===== config.mk =====
export PLATFORM = sky130hd
export DESIGN_NAME = mem_stage_cached_flat
export DESIGN_NICKNAME = d
export VERILOG_FILES = /design/src/rtl/mem_stage_cached_if.sv /design/src/rtl/mem_stage_cached.sv /design/src/flat_wrapper.sv
export SDC_FILE = /design/constraint.sdc
export NUM_CORES = 2
export LEC_CHECK = 0
export CORE_UTILIZATION = 35
export DETAILED_ROUTE_END_ITERATION = 6
export SYNTH_ARGS = -nofsm -noshare
export SYNTH_HDL_FRONTEND = slang
export SYNTH_SLANG_ARGS = --single-unit

===== constraint.sdc =====
create_clock -name clk -period 5.09 [get_ports clk]
set_input_delay 0.509 -clock clk [delete_from_list [all_inputs] [get_ports clk]]
set_output_delay 0.509 -clock clk [all_outputs]
set_load 0.05 [all_outputs]

===== src/rtl/mem_stage_cached_if.sv =====
// Backing-memory port of the cached MEM stage: line refill reads and
// word write-through stores.
interface mem_stage_cached_if #(
  parameter int DATA_W     = 32,
  parameter int LINE_WORDS = 4
);
  // mem_req is held high, with mem_addr/mem_we/mem_wdata stable, until the
  // matching one-cycle completion pulse: mem_rvalid (with mem_rdata) ends a
  // line read, mem_wack ends a word write. Only one transfer is ever open.
  logic                         mem_req;
  logic                         mem_we;
  logic [DATA_W-1:0]            mem_addr;
  logic [DATA_W-1:0]            mem_wdata;
  logic                         mem_rvalid;
  logic [LINE_WORDS*DATA_W-1:0] mem_rdata;
  logic                         mem_wack;

  modport master (
    output mem_req, mem_we, mem_addr, mem_wdata,
    input  mem_rvalid, mem_rdata, mem_wack
  );

  modport slave (
    input  mem_req, mem_we, mem_addr, mem_wdata,
    output mem_rvalid, mem_rdata, mem_wack
  );
endinterface


===== src/rtl/mem_stage_cached.sv =====
// MEM pipeline stage: E->M register plus a direct-mapped, write-through,
// no-write-allocate data cache that stalls the pipe on misses and stores.
module mem_stage_cached #(
  parameter int DATA_W     = 32,
  parameter int LINE_WORDS = 4,
  parameter int SETS       = 16,
  parameter int CNT_W      = 16
) (
  input  logic              clk,
  input  logic              rst,
  input  logic              jumpE,
  input  logic              RegWriteE,
  input  logic              MemWriteE,
  input  logic              MemReadE,
  input  logic [3:0]        MemtoRegE,
  input  logic [4:0]        WriteRegE,
  input  logic [DATA_W-1:0] ALUMultOutE,
  input  logic [DATA_W-1:0] WriteDataE,
  input  logic [DATA_W-1:0] PCPlus4E,
  output logic              StallM,
  output logic              jumpM,
  output logic              RegWriteM,
  output logic              hitM,
  output logic [3:0]        MemtoRegM,
  output logic [4:0]        WriteRegM,
  output logic [DATA_W-1:0] ALUMultOutM,
  output logic [DATA_W-1:0] ReadDataM,
  output logic [DATA_W-1:0] PCPlus8M,
  mem_stage_cached_if.master mem,
  output logic [CNT_W-1:0]  hit_cnt,
  output logic [CNT_W-1:0]  miss_cnt,
  output logic [1:0]        state_dbg
);
  localparam int OFF_W = $clog2(LINE_WORDS);
  localparam int IDX_W = $clog2(SETS);
  localparam int TAG_W = DATA_W - 2 - OFF_W - IDX_W;

  typedef enum logic [1:0] {
    S_IDLE   = 2'd0,
    S_REFILL = 2'd1,
    S_WRITE  = 2'd2
  } state_t;

  typedef struct packed {
    logic              jump;
    logic              reg_write;
    logic              hit;
    logic [3:0]        memto_reg;
    logic [4:0]        write_reg;
    logic [DATA_W-1:0] alu_out;
    logic [DATA_W-1:0] read_data;
    logic [DATA_W-1:0] pc_plus8;
  } m_regs_t;

  state_t                                   state_q, state_d;
  m_regs_t                                  m_q, m_d;
  logic [SETS-1:0]                          valid_q, valid_d;
  logic [SETS-1:0][TAG_W-1:0]               tag_q, tag_d;
  logic [SETS-1:0][LINE_WORDS-1:0][DATA_W-1:0] data_q, data_d;
  logic [CNT_W-1:0]                         hit_cnt_q, hit_cnt_d;
  logic [CNT_W-1:0]                         miss_cnt_q, miss_cnt_d;

  logic [OFF_W-1:0] off;
  logic [IDX_W-1:0] idx;
  logic [TAG_W-1:0] tag;
  logic [DATA_W-1:0] line_addr;
  logic             hit;
  logic             load_hit;
  logic             stall;

  assign off       = ALUMultOutE[2 +: OFF_W];
  assign idx       = ALUMultOutE[2 + OFF_W +: IDX_W];
  assign tag       = ALUMultOutE[DATA_W-1 -: TAG_W];
  assign line_addr = {ALUMultOutE[DATA_W-1:OFF_W+2], {(OFF_W+2){1'b0}}};
  assign hit       = valid_q[idx] && (tag_q[idx] == tag);

  function automatic logic [CNT_W-1:0] sat_inc(input logic [CNT_W-1:0] v);
    return (&v) ? v : v + CNT_W'(1);
  endfunction

  always_comb begin
    state_d      = state_q;
    valid_d      = valid_q;
    tag_d        = tag_q;
    data_d       = data_q;
    hit_cnt_d    = hit_cnt_q;
    miss_cnt_d   = miss_cnt_q;
    load_hit     = 1'b0;
    stall        = 1'b0;
    mem.mem_req  = 1'b0;
    mem.mem_we   = 1'b0;
    mem.mem_addr = '0;

    case (state_q)
      S_IDLE: begin
        // A store wins over a simultaneous load; it is written through
        // and only touches the cache if the line is already resident.
        if (MemWriteE) begin
          stall   = 1'b1;
          state_d = S_WRITE;
          if (hit) data_d[idx][off] = WriteDataE;
        end else if (MemReadE) begin
          if (hit) begin
            load_hit  = 1'b1;
            hit_cnt_d = sat_inc(hit_cnt_q);
          end else begin
            stall      = 1'b1;
            state_d    = S_REFILL;
            miss_cnt_d = sat_inc(miss_cnt_q);
          end
        end
      end
      S_REFILL: begin
        stall        = 1'b1;
        mem.mem_req  = 1'b1;
        mem.mem_addr = line_addr;
        if (mem.mem_rvalid) begin
          valid_d[idx] = 1'b1;
          tag_d[idx]   = tag;
          for (int w = 0; w < LINE_WORDS; w++)
            data_d[idx][w] = mem.mem_rdata[w*DATA_W +: DATA_W];
          state_d = S_IDLE;
        end
      end
      S_WRITE: begin
        stall        = !mem.mem_wack;
        mem.mem_req  = 1'b1;
        mem.mem_we   = 1'b1;
        mem.mem_addr = ALUMultOutE;
        if (mem.mem_wack) state_d = S_IDLE;
      end
      default: state_d = S_IDLE;
    endcase

    // While stalled the E instruction is still waiting, so M gets a bubble.
    m_d = m_q;
    if (stall) begin
      m_d.jump      = 1'b0;
      m_d.reg_write = 1'b0;
      m_d.hit       = 1'b0;
    end else begin
      m_d.jump      = jumpE;
      m_d.reg_write = RegWriteE;
      m_d.hit       = load_hit;
      m_d.memto_reg = MemtoRegE;
      m_d.write_reg = WriteRegE;
      m_d.alu_out   = ALUMultOutE;
      m_d.pc_plus8  = PCPlus4E + DATA_W'(4);
      if (load_hit) m_d.read_data = data_q[idx][off];
    end
  end

  always_ff @(posedge clk or negedge rst) begin
    if (!rst) begin
      state_q    <= S_IDLE;
      m_q        <= '0;
      valid_q    <= '0;
      hit_cnt_q  <= '0;
      miss_cnt_q <= '0;
    end else begin
      state_q    <= state_d;
      m_q        <= m_d;
      valid_q    <= valid_d;
      hit_cnt_q  <= hit_cnt_d;
      miss_cnt_q <= miss_cnt_d;
    end
  end

  // Tag and data storage are qualified by valid_q, so they need no reset.
  always_ff @(posedge clk) begin
    tag_q  <= tag_d;
    data_q <= data_d;
  end

  assign StallM        = stall && rst;
  assign mem.mem_wdata = WriteDataE;
  assign jumpM         = m_q.jump;
  assign RegWriteM     = m_q.reg_write;
  assign hitM          = m_q.hit;
  assign MemtoRegM     = m_q.memto_reg;
  assign WriteRegM     = m_q.write_reg;
  assign ALUMultOutM   = m_q.alu_out;
  assign ReadDataM     = m_q.read_data;
  assign PCPlus8M      = m_q.pc_plus8;
  assign hit_cnt       = hit_cnt_q;
  assign miss_cnt      = miss_cnt_q;
  assign state_dbg     = state_q;
endmodule


===== src/flat_wrapper.sv =====
// flat-port wrapper written by rule: the top's interface ports become plain ports
module mem_stage_cached_flat 
#(
  parameter int DATA_W     = 32,
  parameter int LINE_WORDS = 4,
  parameter int SETS       = 16,
  parameter int CNT_W      = 16
)
  (clk, rst, jumpE, RegWriteE, MemWriteE, MemReadE, MemtoRegE, WriteRegE, ALUMultOutE, WriteDataE, PCPlus4E, StallM, jumpM, RegWriteM, hitM, MemtoRegM, WriteRegM, ALUMultOutM, ReadDataM, PCPlus8M, hit_cnt, miss_cnt, state_dbg, mem_mem_req, mem_mem_we, mem_mem_addr, mem_mem_wdata, mem_mem_rvalid, mem_mem_rdata, mem_mem_wack);
  mem_stage_cached_if #(.DATA_W(DATA_W), .LINE_WORDS(LINE_WORDS)) mem_i ();
  input  logic clk;
  input  logic rst;
  input  logic jumpE;
  input  logic RegWriteE;
  input  logic MemWriteE;
  input  logic MemReadE;
  input  logic [3:0] MemtoRegE;
  input  logic [4:0] WriteRegE;
  input  logic [DATA_W-1:0] ALUMultOutE;
  input  logic [DATA_W-1:0] WriteDataE;
  input  logic [DATA_W-1:0] PCPlus4E;
  output logic StallM;
  output logic jumpM;
  output logic RegWriteM;
  output logic hitM;
  output logic [3:0] MemtoRegM;
  output logic [4:0] WriteRegM;
  output logic [DATA_W-1:0] ALUMultOutM;
  output logic [DATA_W-1:0] ReadDataM;
  output logic [DATA_W-1:0] PCPlus8M;
  output logic [CNT_W-1:0] hit_cnt;
  output logic [CNT_W-1:0] miss_cnt;
  output logic [1:0] state_dbg;
  output wire logic [$bits(mem_i.mem_req)-1:0] mem_mem_req;
  output wire logic [$bits(mem_i.mem_we)-1:0] mem_mem_we;
  output wire logic [$bits(mem_i.mem_addr)-1:0] mem_mem_addr;
  output wire logic [$bits(mem_i.mem_wdata)-1:0] mem_mem_wdata;
  input wire logic [$bits(mem_i.mem_rvalid)-1:0] mem_mem_rvalid;
  input wire logic [$bits(mem_i.mem_rdata)-1:0] mem_mem_rdata;
  input wire logic [$bits(mem_i.mem_wack)-1:0] mem_mem_wack;
  assign mem_mem_req = mem_i.mem_req;
  assign mem_mem_we = mem_i.mem_we;
  assign mem_mem_addr = mem_i.mem_addr;
  assign mem_mem_wdata = mem_i.mem_wdata;
  assign mem_i.mem_rvalid = mem_mem_rvalid;
  assign mem_i.mem_rdata = mem_mem_rdata;
  assign mem_i.mem_wack = mem_mem_wack;
  mem_stage_cached #(.DATA_W(DATA_W), .LINE_WORDS(LINE_WORDS), .SETS(SETS), .CNT_W(CNT_W)) u_core (.clk(clk), .rst(rst), .jumpE(jumpE), .RegWriteE(RegWriteE), .MemWriteE(MemWriteE), .MemReadE(MemReadE), .MemtoRegE(MemtoRegE), .WriteRegE(WriteRegE), .ALUMultOutE(ALUMultOutE), .WriteDataE(WriteDataE), .PCPlus4E(PCPlus4E), .StallM(StallM), .jumpM(jumpM), .RegWriteM(RegWriteM), .hitM(hitM), .MemtoRegM(MemtoRegM), .WriteRegM(WriteRegM), .ALUMultOutM(ALUMultOutM), .ReadDataM(ReadDataM), .PCPlus8M(PCPlus8M), .mem(mem_i), .hit_cnt(hit_cnt), .miss_cnt(miss_cnt), .state_dbg(state_dbg));
endmodule

==> results.md <==
* Status: complete, no violations
* Final WS setup at 498 ps
* Met1 Usage GRT at 0.313
* Tmin final at 4590 ps
* Syn Area/Cell at 16.1 µm²
* Synthesized Nets at 7,143
* CTS sink cnt at 2,590
* CTS max path bufs at 4
* Initial core utilization at 0.352
* DR DRC count at 0
* R2R cell count at 12
* CTS buffer count at 286
* Syn. warnings at 0
* Unique cell type count in the Yosys netlist at 58
* PD cells at 416 nW/µm²
* Synth-to-layout area growth at 20.5%
* Synth area leaders: edfxtp_1 66%, mux4_2 15%, nor2_1 7.4%
* Achievable frequency at 218 MHz
* Reg2reg setup slack at 930 ps
* Chip Height at 564 µm
* Ys flop type: edfxtp_1
* Worst Hold Class: in2async
* CP Cell Sequence: mux4_2 -> a22o_1 -> a221oi_2 -> xor2_1 -> nand4_1 -> nor3b_2 -> nand4_4 -> a41oi_4 -> nor2b_1 -> buf_4
* Core area at 315,000 µm²
* WL/cell at 32.9 µm
* Largest net degree at the start of global routing at 132
* Drt first pass iters at 6
* Setup tns final at 0 ps
* Most Used Layer, Global Route: met2
* Top-Level Pins at 450
* CP Class: reg2out
* Startpoint types: flop
* Slew @ Worst Pin at 1420 ps
* Final cycle utilization of the critical path at 0.902
* Die W at 564 µm
* GRT Util Overall at 0.241
* Met3 GRT Util at 0.0543
* Worst Setup End Kind: output port
* Vias at 67,963
* Initial DRC Count at 9,796
* Final Util at 0.424
* Gr ovfl total at 0
* Post-CTS resize count at 0
* Post-synth EDFFs at 2,432
* DIE AREA at 319,000 µm²
* Post-synthesis cell count at 6,895
* Worst-Skew Late Latency at 940 ps
* Multi-input gate area at 31,800 µm²
* RSZ-0062 raised after global routing: false
* Clock Skew at 82.4 ps
* Pre-CTS WS at 211 ps
* CP Data Arrival Time at 4080 ps
* IO Port Bufs at 449
* R2R Path End: u_core.data_q[751]$_DFFE_PP_
* Sequential share of the synthesized area at 0.695
* Synthesized cell area at 111,000 µm²
* H-tree depth at 5
* Worst flop-to-flop path startpoint: u_core.tag_q[83]$_DFFE_PP_
* # Post-CTS Setup Buffers at 0
* Critical-path maximum fanout at 5
* Slowest CP cell: mux4_2
* Dpl hpwl at 246,000 µm
* Routability Congestion at 0.875
* VDD IR max at 0.270 mV
* Root Buffer: clkbuf_16
* NumNets Final at 7,729
* Rel. slew slack at 0.0553
* Global-route wire length before repair at 535,000 µm
* Leading area contributor after synthesis: edfxtp_1
* Antenna Nets Post-Route at 0
* Vias per cell at 5.71
* Fill cell count at 27,705
* FFs w/ async S/R, synth at 0.0610
* CTS tree: done
* Layout cells sized above 1 at 0.251
* Clock-pin transition on the worst setup and hold timing paths at 60 ps
* Hold_ws at 181 ps
* Max Transition Viols Final at 0
* Initial antenna violation count at 31
* Register Area at 77,000 µm²
* Met2 GRT Util at 0.384
* CP required at 4580 ps
* Max Cap Viol at 0
* Hold Fails Final Rpt at 0
* Final setup viols at 0
* CP max stage delay at 480 ps
* Top cell type's share of synthesized area at 0.660
* Drt total wl at 391,000 µm
* Row cnt at 206
* Leak pwr at 41.4 nW
* Vias in the first global route at 66,872
* Synthesized flop and latch total at 2,590
through the flow:
step	power [W]	cell area (µm²)	cells
after floorplan	0.0302	111000	6895
after global placement	0.0349	124000	11300
after detailed placement	0.0351	124000	11329
after CTS	0.0556	133000	11844
after global routing	0.0569	133000	11875
final	0.0555	133000	11899
flip-flops by register name, summed over array words and instances (netlist names):
register / flops
u_core.hitM: 1
u_core.WriteRegM: 5
u_core.data_q: 2048
u_core.jumpM: 1
u_core.tag_q: 384
u_core.ReadDataM: 32
u_core.valid_q: 16
u_core.hit_cnt: 16
u_core.PCPlus8M: 32
u_core.MemtoRegM: 4
u_core.miss_cnt: 16
u_core.ALUMultOutM: 32
u_core.state_dbg: 2
u_core.RegWriteM: 1
cells in the final DEF, fill, tap and decap left out, types with 30 or more instances in the layout:
cell type        synthesis  routed
clkinv_1                 0      43
xnor2_1                 50      50
buf_12                   0     143
nor2_1                2170    2089
mux2i_1                 77      77
clkdlybuf4s50_1          0     441
mux2_4                  30      30
clkinv_2                 0      56
edfxtp_1              2432    2432
nand2_1                 59      42
a22oi_1                135     134
clkbuf_16                0     290
and2_1                  38      37
mux4_2                 747     747
nor2_4                   0      81
dfrtp_1                158     158
xor2_1                  30      30
clkbuf_1               489      56
buf_4                   41     329
mux2_2                  90      90
diode_2                  0      32
how the worst max path moves through the flow:
stage,cells past startpoint,from,slack [ps],to
after CTS,10,u_core.tag_q[282]$_DFFE_PP_,430,StallM
after global routing,10,u_core.tag_q[282]$_DFFE_PP_,300,StallM
after global placement,14,ALUMultOutE[4],100,u_core.data_q[1509]$_DFFE_PP_
after floorplan,14,ALUMultOutE[4],160,u_core.data_q[0]$_DFFE_PP_
after detailed placement,14,ALUMultOutE[4],210,u_core.data_q[1509]$_DFFE_PP_
final,10,u_core.tag_q[282]$_DFFE_PP_,500,StallM
synth_stat cells (30+ instances only):
library cell	instances
a22oi_1	135
and2_1	38
buf_2	67
buf_4	41
clkbuf_1	489
dfrtp_1	158
edfxtp_1	2432
mux2_2	90
mux2_4	30
mux2i_1	77
mux4_2	747
nand2_1	59
nor2_1	2170
nor2b_1	42
xnor2_1	50
xor2_1	30
worst max-delay path, delay by kind of cell, from the launching register on:
kind                      cells  cell delay [ps]
muxes                         1              480
buffers and inverters         1              210
DFF                           1              400
AOI/OAI and AO/OA             3              930
xor gates and xnor gates      1              360
and+or+nand+nor               4              800
area by class of cell:
| class | instances | share of cell area |
|---|---|---|
| clock buffers | 362 | 0.0576 |
| clock inverters | 152 | 0.0121 |
| inverters | 17 | 0.000478 |
| well taps | 4160 | 0.0390 |
| repair buffers | 930 | 0.0746 |
| diodes | 32 | 0.000600 |
| multi-input cells | 3656 | 0.238 |
| flip-flops and latches | 2590 | 0.577 |
layer usage:
layer  vias up  share of wire
li1      27095              -
met1     35743           0.38
met2      4371           0.47
met3       740           0.10
met4        14          0.053
met5         -        0.00028
report_power, final:
| part | switching [W] | internal [W] | leakage [nW] |
|---|---|---|---|
| Combinational | 0.00726 | 0.00335 | 13.8 |
| Clock | 0.00874 | 0.0120 | 4.56 |
| Sequential | 0.000306 | 0.0239 | 23.1 |
cell families after synthesis:
group                      Yosys count  share of synthesized area
DFF                               2590                      0.695
and+or+nand+nor                   2426                     0.0867
muxes                              944                      0.172
buffers and inverters              649                     0.0251
AOI/OAI and AO/OA                  199                     0.0135
xor gates and xnor gates            80                    0.00633
adders and majority gates            7                   0.000791
what timing repair did:
action                     in CTS  in global routing
setup endpoints to repair       0                  0
hold endpoints to repair       74                  0
hold buffers                    1                  0
No activity file was read; power rests on OpenSTA's default activity.
